File: config.mk
export PLATFORM = sky130hd
export DESIGN_NAME = fec_encoder
export DESIGN_NICKNAME = d
export VERILOG_FILES = /design/src/rtl/wimax_pkg.sv /design/src/rtl/fec_pingpong_buf.sv /design/src/rtl/fec_encoder.sv
export SDC_FILE = /design/constraint.sdc
export NUM_CORES = 1
export LEC_CHECK = 0
export ABC_CLOCK_PERIOD_IN_PS = 2600
export CAP_MARGIN = 20
export CORE_UTILIZATION = 35
export DETAILED_ROUTE_END_ITERATION = 16
export GPL_TIMING_DRIVEN = 0
export PLACE_DENSITY_LB_ADDON = 0.12
export SETUP_SLACK_MARGIN = 0.02
export SYNTH_ARGS = -nofsm -noshare
export SYNTH_HDL_FRONTEND = slang
export SYNTH_SLANG_ARGS = --single-unit
File: constraint.sdc
create_clock -name clk -period 2.6 [get_ports clk]
set_clock_uncertainty 0.05 [all_clocks]
set_input_delay 0.26 -clock clk [delete_from_list [all_inputs] [get_ports clk]]
set_output_delay 0.26 -clock clk [all_outputs]
set_load 0.01 [all_outputs]
File: src/rtl/wimax_pkg.sv
// rtl/wimax_pkg.sv - shared constants, state type and parity helper for the FEC encoder
// Contents: block/output sizes, constraint length, generator polynomials,
//           fec_state_t read-side FSM encoding, fec_parity() tap reduction.
package wimax_pkg;

    localparam int FEC_BLOCK_BITS = 96;
    localparam int FEC_OUT_BITS   = 192;
    localparam int FEC_K          = 7;

    // Generator taps ordered {b, s1, s2, s3, s4, s5, s6}, MSB = current input bit
    localparam logic [FEC_K-1:0] FEC_G1 = 7'o171;
    localparam logic [FEC_K-1:0] FEC_G2 = 7'o133;

    typedef enum logic [1:0] {
        IDLE = 2'd0,
        INIT = 2'd1,
        ENC  = 2'd2
    } fec_state_t;

    function automatic logic fec_parity(input logic [FEC_K-1:0] taps,
                                        input logic [FEC_K-1:0] gen);
        return ^(taps & gen);
    endfunction

endpackage

File: src/rtl/fec_pingpong_buf.sv
// rtl/fec_pingpong_buf.sv - two-entry 96-bit ping-pong block buffer with full flags
// Ports:
//   clk, rst_n          clock, asynchronous active-low reset
//   wr_en_i, wr_data_i  accept one bit into the current write buffer
//   wr_ready_o          current write buffer is not full
//   rd_release_i        current read buffer has been consumed; free it
//   rd_full_o           current read buffer holds a complete block
//   rd_other_full_o     the buffer that becomes the read buffer after release is full
//   rd_data_o           contents of the current read buffer
module fec_pingpong_buf
    import wimax_pkg::*;
(
    input  logic                      clk,
    input  logic                      rst_n,
    input  logic                      wr_en_i,
    input  logic                      wr_data_i,
    output logic                      wr_ready_o,
    input  logic                      rd_release_i,
    output logic                      rd_full_o,
    output logic                      rd_other_full_o,
    output logic [FEC_BLOCK_BITS-1:0] rd_data_o
);

    logic [FEC_BLOCK_BITS-1:0] mem_q [2];
    logic [1:0]                full_q;
    logic [1:0]                full_d;
    logic                      wr_ptr_q;
    logic                      rd_ptr_q;
    logic [6:0]                wr_cnt_q;
    logic                      wr_last;

    assign wr_last = (wr_cnt_q == 7'(FEC_BLOCK_BITS - 1));

    // Release and fill always target different buffers (a full buffer is never
    // written), so both updates are applied independently in one cycle.
    always_comb begin
        full_d = full_q;
        if (rd_release_i) begin
            full_d[rd_ptr_q] = 1'b0;
        end
        if (wr_en_i && wr_last) begin
            full_d[wr_ptr_q] = 1'b1;
        end
    end

    always_ff @(posedge clk or negedge rst_n) begin
        if (!rst_n) begin
            mem_q[0] <= '0;
            mem_q[1] <= '0;
            full_q   <= '0;
            wr_ptr_q <= 1'b0;
            rd_ptr_q <= 1'b0;
            wr_cnt_q <= '0;
        end else begin
            full_q <= full_d;
            if (wr_en_i) begin
                mem_q[wr_ptr_q][wr_cnt_q] <= wr_data_i;
                if (wr_last) begin
                    wr_cnt_q <= '0;
                    wr_ptr_q <= ~wr_ptr_q;
                end else begin
                    wr_cnt_q <= wr_cnt_q + 7'd1;
                end
            end
            if (rd_release_i) begin
                rd_ptr_q <= ~rd_ptr_q;
            end
        end
    end

    assign wr_ready_o      = ~full_q[wr_ptr_q];
    assign rd_full_o       = full_q[rd_ptr_q];
    assign rd_other_full_o = full_q[~rd_ptr_q];
    assign rd_data_o       = mem_q[rd_ptr_q];

endmodule

File: src/rtl/fec_encoder.sv
// rtl/fec_encoder.sv - rate-1/2 K=7 tail-biting convolutional encoder (171/133 octal)
// Ports:
//   clk, rst_n         50 MHz clock, asynchronous active-low reset
//   i_valid, i_data    randomized input bit stream
//   i_ready            encoder can accept a bit this cycle (0 while in reset)
//   o_valid, o_data    encoded bit stream, X then Y per input bit
//   o_ready            downstream accepts o_data this cycle
//   o_blk_cnt          count of fully transferred encoded blocks (FEC_BLOCK_CNT_EN only)
// Build option: FEC_BLOCK_CNT_EN adds o_blk_cnt and its counter.
module fec_encoder
    import wimax_pkg::*;
(
    input  logic        clk,
    input  logic        rst_n,
    input  logic        i_valid,
    input  logic        i_data,
    output logic        i_ready,
    output logic        o_valid,
    output logic        o_data,
    input  logic        o_ready
`ifdef FEC_BLOCK_CNT_EN
    ,
    output logic [15:0] o_blk_cnt
`endif
);

    fec_state_t                state_q, state_d;
    logic [6:0]                bit_idx_q, bit_idx_d;
    logic                      phase_q, phase_d;   // 0: emitting X, 1: emitting Y
    logic [5:0]                sr_q, sr_d;         // sr_q[5] = s1 ... sr_q[0] = s6
    logic                      wr_ready;
    logic                      rd_full;
    logic                      rd_other_full;
    logic                      rd_release;
    logic [FEC_BLOCK_BITS-1:0] rd_data;
    logic                      cur_bit;
    logic [FEC_K-1:0]          taps;

    assign i_ready = rst_n & wr_ready;

    fec_pingpong_buf u_buf (
        .clk             (clk),
        .rst_n           (rst_n),
        .wr_en_i         (i_valid & i_ready),
        .wr_data_i       (i_data),
        .wr_ready_o      (wr_ready),
        .rd_release_i    (rd_release),
        .rd_full_o       (rd_full),
        .rd_other_full_o (rd_other_full),
        .rd_data_o       (rd_data)
    );

    assign cur_bit = rd_data[bit_idx_q];
    assign taps    = {cur_bit, sr_q};

    always_comb begin
        state_d    = state_q;
        bit_idx_d  = bit_idx_q;
        phase_d    = phase_q;
        sr_d       = sr_q;
        rd_release = 1'b0;
        o_valid    = 1'b0;
        o_data     = 1'b0;
        case (state_q)
            IDLE: begin
                if (rd_full) begin
                    state_d = INIT;
                end
            end
            INIT: begin
                // Tail-biting: start from the block's own last six bits
                sr_d      = rd_data[FEC_BLOCK_BITS-1 -: 6];
                bit_idx_d = '0;
                phase_d   = 1'b0;
                state_d   = ENC;
            end
            ENC: begin
                o_valid = 1'b1;
                o_data  = phase_q ? fec_parity(taps, FEC_G2) : fec_parity(taps, FEC_G1);
                if (o_ready) begin
                    if (!phase_q) begin
                        phase_d = 1'b1;
                    end else begin
                        phase_d = 1'b0;
                        sr_d    = {cur_bit, sr_q[5:1]};
                        if (bit_idx_q == 7'(FEC_BLOCK_BITS - 1)) begin
                            rd_release = 1'b1;
                            bit_idx_d  = '0;
                            // The other buffer becomes the read buffer after release
                            state_d    = rd_other_full ? INIT : IDLE;
                        end else begin
                            bit_idx_d = bit_idx_q + 7'd1;
                        end
                    end
                end
            end
            default: begin
                state_d = IDLE;
            end
        endcase
    end

    always_ff @(posedge clk or negedge rst_n) begin
        if (!rst_n) begin
            state_q   <= IDLE;
            bit_idx_q <= '0;
            phase_q   <= 1'b0;
            sr_q      <= '0;
        end else begin
            state_q   <= state_d;
            bit_idx_q <= bit_idx_d;
            phase_q   <= phase_d;
            sr_q      <= sr_d;
        end
    end

`ifdef FEC_BLOCK_CNT_EN
    logic [15:0] blk_cnt_q;

    always_ff @(posedge clk or negedge rst_n) begin
        if (!rst_n) begin
            blk_cnt_q <= '0;
        end else if (rd_release) begin
            blk_cnt_q <= blk_cnt_q + 16'd1;
        end
    end

    assign o_blk_cnt = blk_cnt_q;
`endif

endmodule

### Word-level counts from Yosys, hierarchy flattened

Index checks and enable logic that the tools add are counted.

| word-level totals | value |
|---|---|
| bits in registers | 219 |
| input bits | 5 |
| output and inout port bits | 3 |
| word-level logic and storage cells | 100 |

| operators by class | value |
|---|---|
| add/sub/neg operators | 2 |
| $lt $le $gt $ge | 11 |
| equal/unequal tests | 8 |
| mux-type cells | 46 |
| bitwise gates (word level) | 10 |
| reduce and logical (&&, ||, !) cells | 13 |

Operator list:

| operator | number |
|---|---|
| 2-to-1 mux 96 bit | 4 |
| bitwise mux 192 bit | 1 |
| demux 96 bit (select 1 bit) | 1 |
| 2-to-1 mux 7 bit | 4 |
| 2-to-1 mux 1 bit | 20 |
| less-than comparator 7 x 8 -> 1 bit, second input constant | 2 |
| adder 7 x 1 -> 7 bit, second input constant | 2 |
| equality test 7 bit, second input constant | 2 |
| one-hot mux 7 bit (2 select lines) | 1 |
| XOR reduction 7 bit | 2 |
| 2-to-1 mux 2 bit | 6 |
| 2-to-1 mux 6 bit | 2 |
| one-hot mux 6 bit (2 select lines) | 1 |
| != test 2 bit, second input constant | 4 |
| binary-select mux 1 bit (select 7 bit) | 1 |
| demux 1 bit (select 7 bit) | 1 |
| greater-or-equal comparator 7 x 1 -> 1 bit, second input constant | 1 |
| less-than comparator 1 x 2 -> 1 bit, second input constant | 3 |
| one-hot mux 2 bit (3 select lines) | 1 |
| logical AND 1 bit | 5 |
| greater-or-equal comparator 2 bit, second input constant | 2 |
| NOT 1 -> 2 bit | 2 |
| AND reduction 2 bit | 2 |
| AND reduction 4 bit | 1 |
| other kinds (14) | 19 |

### Logic depth before layout (Yosys ltp)

Gate-level depths: netlist of the first run.

| depth | value |
|---|---|
| depth in word-level cells | 9 |
| mapped depth | 11 |
| mapped depth without buffers | 7 |

### Hierarchy

Synthesis of the first run repeated with hierarchy kept, for this count alone.

| second synthesis, totals | value |
|---|---|
| cells, all modules | 1007 |
| area total of the unflattened synthesis | 12067.8 µm² |

Modules (own cells, without submodules):

| module | times used | cells each | area each (µm²) | sequential area each (µm²) |
|---|---|---|---|---|
| fec_pingpong_buf | 1 | 841 | 10274.9 | 5079.9 |
| fec_encoder | 1 | 166 | 1793.0 | 400.4 |

### Worst setup path before layout of the first run

No wires, ideal clock.

| timing path | value |
|---|---|
| path type | register -> output |
| from | register u_buf.rd_ptr_q |
| to | output port o_data |
| data arrival time | 2018 ps |
| data required time | 2290 ps |
| slack | 272 ps |
| cell stages (with the launch flop) | 11 |
| buffers on the path | 3 |
| cells stage by stage | dfrtp_1 buf_6 buf_12 buf_12 mux2i_1 a221oi_2 a21oi_1 o311ai_2 a22oi_2 o32a_1 nand3_1 |

| on the way | value |
|---|---|
| cells in the longest elaborated chain, start to end | 9 |
| elaborated cells on any way between the ends | 10 |
| classes of those cells | 7 x mux; 1 x bitwise; 2 x reduce/logical |

Ends and longest elaborated chain:

| what | line | RTL |
|---|---|---|
| start, declared | fec_pingpong_buf.sv:28 | `logic rd_ptr_q;` |
| start signal, assigned | fec_pingpong_buf.sv:66 | `rd_ptr_q <= ~rd_ptr_q;` |
| NOT 1 -> 2 bit (implied by the code) * | fec_pingpong_buf.sv:74 | `assign rd_data_o = mem_q[rd_ptr_q];` |
| 2-to-1 mux 96 bit (implied by the code) * (3 in a row) | fec_pingpong_buf.sv:74 |  |
| binary-select mux 1 bit (select 7 bit) * | fec_encoder.sv:53 | `assign cur_bit = rd_data[bit_idx_q];` |
| 2-to-1 mux 1 bit (implied by the code) * | fec_encoder.sv:53 |  |
| XOR reduction 7 bit | wimax_pkg.sv:22 | `return ^(taps & gen);` |
| 2-to-1 mux 1 bit * | fec_encoder.sv:79 | `o_data = phase_q ? fec_parity(taps, FEC_G2) : fec_parity(taps, FEC_G1);` |
| 2-to-1 mux 1 bit * | fec_encoder.sv:64 | `case (state_q)` |
| end, declared | fec_encoder.sv:19 | `output logic o_data,` |

Mark *: on every way between the ends. The rest lies on a longest branch, timed or not. The select of a mux whose other input is x is not followed.

### Final worst setup path of the first run

Same ends and word-level chain as after synthesis.

==> results of run 1 <==
## layer usage
metal,GRT usage,wire [um],vias to the layer above
met3,0.03752,1644,58
met4,0.06857,1161,2
met2,0.3861,17890,179
met1,0.3246,17350,4160
met5,0,13,-
li1,-,-,3680
## state kept, by name, summed over array words and instances (netlist names)
register	count
bit_idx_q	7
phase_q	1
sr_q	6
state_q	2
u_buf.full_q	2
u_buf.mem_q	192
u_buf.rd_ptr_q	1
u_buf.wr_cnt_q	7
u_buf.wr_ptr_q	1
## Yosys cell counts, drive strengths merged (19+ instances only)
cell | n | share of area
dfrtp | 219 | 0.48
mux2 | 194 | 0.19
nor2 | 146 | 0.048
nand2 | 131 | 0.043
clkbuf | 42 | 0.014
mux2i | 40 | 0.035
buf | 32 | 0.021
mux4 | 31 | 0.064
nand3 | 21 | 0.0097
o21ai | 20 | 0.0088
a21oi | 19 | 0.0084
## logic make-up after synthesis
group,count (synthesis),share of synthesized area
AND/OR/NAND/NOR,345,0.1268
multiplexers,265,0.2915
flip-flops,219,0.4822
AO/OA/AOI/OAI,90,0.05450
buffers and inverters,79,0.03655
XOR/XNOR,8,0.006165
adder cells (fa/ha/maj),2,0.002202
## power by group through the flow
stage / combinational [mW] / clock, mW / sequential [mW]
global placement: 2.42 / 0 / 3.89
CTS: 2.56 / 4.01 / 3.84
finish: 2.60 / 3.93 / 3.85
floorplan: 1.46 / 0 / 3.81
detailed placement: 2.44 / 0 / 3.88
global route: 2.77 / 4.15 / 3.87
## worst max path at each step
stage	endpoint	slack (ns)	cells after the start
6_report	o_data	-0.70	13
5_1_grt	o_data	-0.81	14
4_1_cts	o_data	-0.71	12
3_5_place_dp	o_data	-1.32	11
3_3_place_gp	u_buf.mem_q[122]$_DFFE_PN0P_	-10.50	7
2_1_floorplan	o_data	0.27	10
## area by class of cell
type                       instances  area (um2)  area share
clock buffer                      40       814.5     0.06106
sequential                       219        5480      0.4108
timing repair buffer              23       287.8     0.02157
clock inverter                     7       110.1    0.008254
tap                              402       503.0     0.03771
inverter                           5       18.77    0.001407
buffer                            72       545.5     0.04090
multi-input combinational        710        5579      0.4183
## repair_timing
item | 4_1_cts | 5_1_grt
hold buffers | 1 | 0
setup buffers | 10 | 1
pin swaps | 11 | 3
resized for setup | 70 | 28
endpoints found under the hold margin | 112 | 0
cloned | 1 | 0
endpoints found under the setup margin | 125 | 130
## metrics by stage
step,cells,util
after floorplan,1008,-
after detailed placement,1419,0.3784
final,1478,0.4206
after CTS,1476,0.4177
after global routing,1478,0.4206
after global placement,1416,0.3761
==> results.yml, run 1 <==
global_route:
  grt_pass1_vias: 8357
  grt_antenna_before_repair: 1
  gr-total-overflow: 0
  grt_first_pass_wirelength_um: 56930
  grt_usage: 0.2367
  grt_max_degree: 108
critical_path:
  critPathKind: "flip-flop to output port"
  cp_data_arrival_time_ns: 2.99
  cpPeakStageDelay_ns: 0.39
  crit_fanout: 8
  cp_num_buf_inv: 6
  r2r_end: "sr_q[5]$_DFFE_PN0P_"
  slowest_stage: "dfrtp_1"
  crit_required_ns: 2.29
  endpoint_kind: "output port"
  startpoint: "u_buf.rd_ptr_q$_DFFE_PN0N_"
  crit_chain: "buf_12, buf_12, buf_16, buf_12, buf_16, nor2_4, nand3_1, o2111ai_1, or2_1, a22oi_2, o32a_1, nand3_1, buf_2"
  worstRegToRegCells: 9
  reg2reg_slack_ns: 0.05
  worstReg2RegStart: "u_buf.rd_ptr_q$_DFFE_PN0N_"
  worstSetupStartpointType: "flip-flop"
  cpMostUsedCell: "buf_12"
  crit_family: "buffers and inverters"
detailed_routing:
  drc: 0
  firstDrtPassIters: 5
  num_vias: 8079
  detail_route.iter0.violations: 712
  routed_wl_um: 38050
  viasPerCell: 5.466
  ant_nets: 0
  wl_per_cell_um: 25.75
place:
  gp_congestion: 0.8494
  place_area_um2: 12000
  dpl.hpwl_um: 24520
  place_ws_ns: -1.317
  portBuffers: 6
sta:
  finalSetupTns_ns: -0.6962
  slew_viol_final: 0
  setup_violations: 1
  hold_ws_ns: 0.1006
  hold_viol_final: 0
  worstMarginPinSlew_ns: 0.9863
  maxSlewHeadroom: 0.3374
  timing.final.ws_setup_ns: -0.6962
  finalCriticalPeriod_ns: 3.296
  grt_setup_unrepaired: "yes"
  fin_crit_sh: 1.268
  fmax_mhz: 303.4
synthesis:
  yosysWarnings: 0
  synth_async_sr_flop_share: 1.000
  synth_edf_count: 0
  syn_nets: 1015
  ys_ff_latch: 219
  synth_cell_type_count: 54
  synthCells: 1008
  yosysSeqAreaShare: 0.4822
  syn_avg_cell_area_um2: 11.27
  synthesis.area_um2: 11360
  synth-main-ff-cell: "dfrtp_1"
floorplan:
  fp-row-count: 65
  die_w_um: 182.2
  coreArea_um2: 31720
  dieArea_um2: 33200
  initial_core_util: 0.3583
  dieHeight_um: 182.2
  io-pin-count: 8
clocking:
  cts_sinks: 219
  root_buffer: "clkbuf_16"
  cts_buffers: 26
  cts_max_path_buffers: 3
  clkSlewWorstSetupHoldPaths_ns: 0.06
  cts_tree: "done"
  h-tree-depth: 1
  insertion_delay_ns: 0.53
power:
  p_seq_frac: 0.370
  p_sw_frac: 0.3272
  clkPwrFrac: 0.379
  power.internal_mw: 6.984
  combPwrFrac: 0.251
  total_power_mw: 10.38
  power_leakage_nw: 5.827
  peakVddDrop_mv: 0.5993
  switchingPower_mw: 3.396
  p_per_area_nw_per_um2: 778.2
finish:
  mostFrequentLayoutCell: "dfrtp_1"
  layout_common_cells: "dfrtp_1, mux2_2, nor2_1"
  fin_area_um2: 13340
  fill_cells: 3053
  antenna_cells: 0
  drive_gt1_frac: 0.3253
  layout.nets: 1064
  area_growth_pct: 17.37
run:
  drv_cap: 0
status:
  violations: "negative setup slack"
  outcome: "complete, but fails checks"
worst_hold_path:
  hold_class: "input pin to async pin"
Note: power is estimated with default switching activity, not from simulation.
==> inputs of run 2 (changes only) <==
CAP_MARGIN = default   (was 20)
CORE_ASPECT_RATIO = 0.6   (was default)
==> run 2 against run 1 <==
The flow still finishes with violations (negative setup slack). Sequential cell count unchanged. Critical path type unchanged. Setup slack worse by 0.079 ns. Sequential share of layout area down 0.24 points. Sequential power about the same. Die area about the same. Non-clock buffer count up 13. Wire length up 3.6%. Highest routed layer unchanged. Via count up 2.4%. Register-to-register slack worse by 0.12 ns.
==> results.yml, run 2 (synthesized netlist as in run 1, its figures left out) <==
global_route:
  grt_pass1_vias: 7980
  grt_max_degree: 104
  grt_antenna_before_repair: 2
  gr-total-overflow: 0
  grt_first_pass_wirelength_um: 57010
  grt_usage: 0.2369
critical_path:
  critPathKind: "flip-flop to output port"
  crit_fanout: 7
  worstSetupStartpointType: "flip-flop"
  crit_chain: "buf_8, mux4_2, a22oi_2, o2111ai_2, or2_4, a22oi_2, o32a_1, nand3_1, buf_2"
  slowest_stage: "mux4_2"
  crit_family: "compound AO/OA/AOI/OAI gates"
  cp_num_buf_inv: 2
  endpoint_kind: "output port"
  cp_data_arrival_time_ns: 3.07
  cpPeakStageDelay_ns: 0.55
  cpMostUsedCell: "a22oi_2"
  crit_required_ns: 2.29
floorplan:
  dieArea_um2: 33220
  die_w_um: 234.6
  dieHeight_um: 141.6
  fp-row-count: 50
  io-pin-count: 8
  initial_core_util: 0.3604
  coreArea_um2: 31530
clocking:
  insertion_delay_ns: 0.53
  root_buffer: "clkbuf_16"
  cts_sinks: 219
  cts_buffers: 23
  h-tree-depth: 1
  clkSlewWorstSetupHoldPaths_ns: 0.07
  cts_max_path_buffers: 3
  cts_tree: "done"
finish:
  drive_gt1_frac: 0.3343
  top_register: "u_buf.mem_q"
  ff_latch_area_um2: 5480
  largest_reg_flops: 192
  antenna_cells: 0
  multi_input_area_um2: 5690
  layout_common_cells: "dfrtp_1, mux2_2, nor2_1"
  area_growth_pct: 18.07
  fill_cells: 3042
  top_regs: "u_buf.mem_q x192, bit_idx_q x7, u_buf.wr_cnt_q x7"
  mostFrequentLayoutCell: "dfrtp_1"
  layout.nets: 1074
place:
  dpl.hpwl_um: 26090
  portBuffers: 6
  gp_congestion: 0.8840
detailed_routing:
  wl_per_cell_um: 26.36
  ant_nets: 0
  viasPerCell: 5.527
  drc: 0
  num_vias: 8269
  detail_route.iter0.violations: 685
  firstDrtPassIters: 5
  routed_wl_um: 39440
sta:
  slew_viol_final: 0
  setup_violations: 171
  hold_viol_final: 0
  finalSetupTns_ns: -25.35
  worstMarginPinSlew_ns: 1.287
  fin_crit_sh: 1.298
  hold_ws_ns: 0.2799
  fmax_mhz: 296.2
  finalCriticalPeriod_ns: 3.376
  maxSlewHeadroom: 0.1354
  grt_setup_unrepaired: "yes"
  timing.final.ws_setup_ns: -0.7756
power:
  p_per_area_nw_per_um2: 739.9
  peakVddDrop_mv: 0.4447
  total_power_mw: 9.928
  power_leakage_nw: 5.835
run:
  drv_cap: 0
status:
  violations: "negative setup slack"
  outcome: "complete, but fails checks"
worst_hold_path:
  hold_class: "input pin to flip-flop"
## run 2: cell type report
type,instances,area share
buffer,73,0.04243
clock buffer,33,0.04942
clock inverter,5,0.003730
inverter,5,0.001399
multi-input combinational,710,0.4241
sequential,219,0.4084
tap,416,0.03879
timing repair buffer,35,0.03170
## run 2: final timing paths
kind                                                  from                     endpoint  slack, ns  depth (start not counted)
worst min-delay path                                i_data  u_buf.mem_q[34]$_DFFE_PN0P_       0.28                          2
worst min register to register         sr_q[2]$_DFFE_PN0P_          sr_q[2]$_DFFE_PN0P_       0.44                          2
min in group asynchronous                            rst_n          sr_q[2]$_DFFE_PN0P_       0.56                          5
max in group asynchronous                            rst_n  u_buf.mem_q[25]$_DFFE_PN0P_       1.43                          5
worst max-delay path            u_buf.rd_ptr_q$_DFFE_PN0N_                       o_data      -0.78                          9
worst max register to register  u_buf.rd_ptr_q$_DFFE_PN0N_          sr_q[5]$_DFFE_PN0P_      -0.07                          8
## run 2: stage by stage
step	cell area, um2	setup WS, ns	std cells	util
2_1_floorplan	11360	0.2720	1008	-
3_3_place_gp	11950	-10.41	1430	0.3788
3_5_place_dp	12010	-1.388	1432	0.3808
4_1_cts	13020	-0.8652	1482	0.4130
5_1_grt	13420	-0.8592	1496	0.4256
6_report	13420	-0.7756	1496	0.4256
## run 2: repair_timing
item | 4_1_cts | 5_1_grt
pin swaps | 11 | 12
hold buffers | 4 | 2
buffers inserted | 9 | 8
gates resized for setup | 58 | 67
hold endpoints to repair | 188 | 118
gates cloned | 0 | 4
setup endpoints to repair | 153 | 196
## run 2: power by group
| part | switching, mW | total [mW] | internal [mW] | leakage (nW) |
|---|---|---|---|---|
| Clock | 1.47 | 3.32 | 1.86 | 0.355 |
| Sequential | 0.202 | 3.84 | 3.64 | 3.02 |
| Combinational | 1.81 | 2.76 | 0.955 | 2.46 |
| Total | 3.48 | 9.93 | 6.45 | 5.84 |
## run 2: layer usage
metal	vias to the layer above	track usage	wire (um)
met2	238	0.3134	14770
li1	3683	-	-
met1	4291	0.3874	21010
met4	2	0.05021	865
met5	-	0	13
met3	55	0.04533	2779
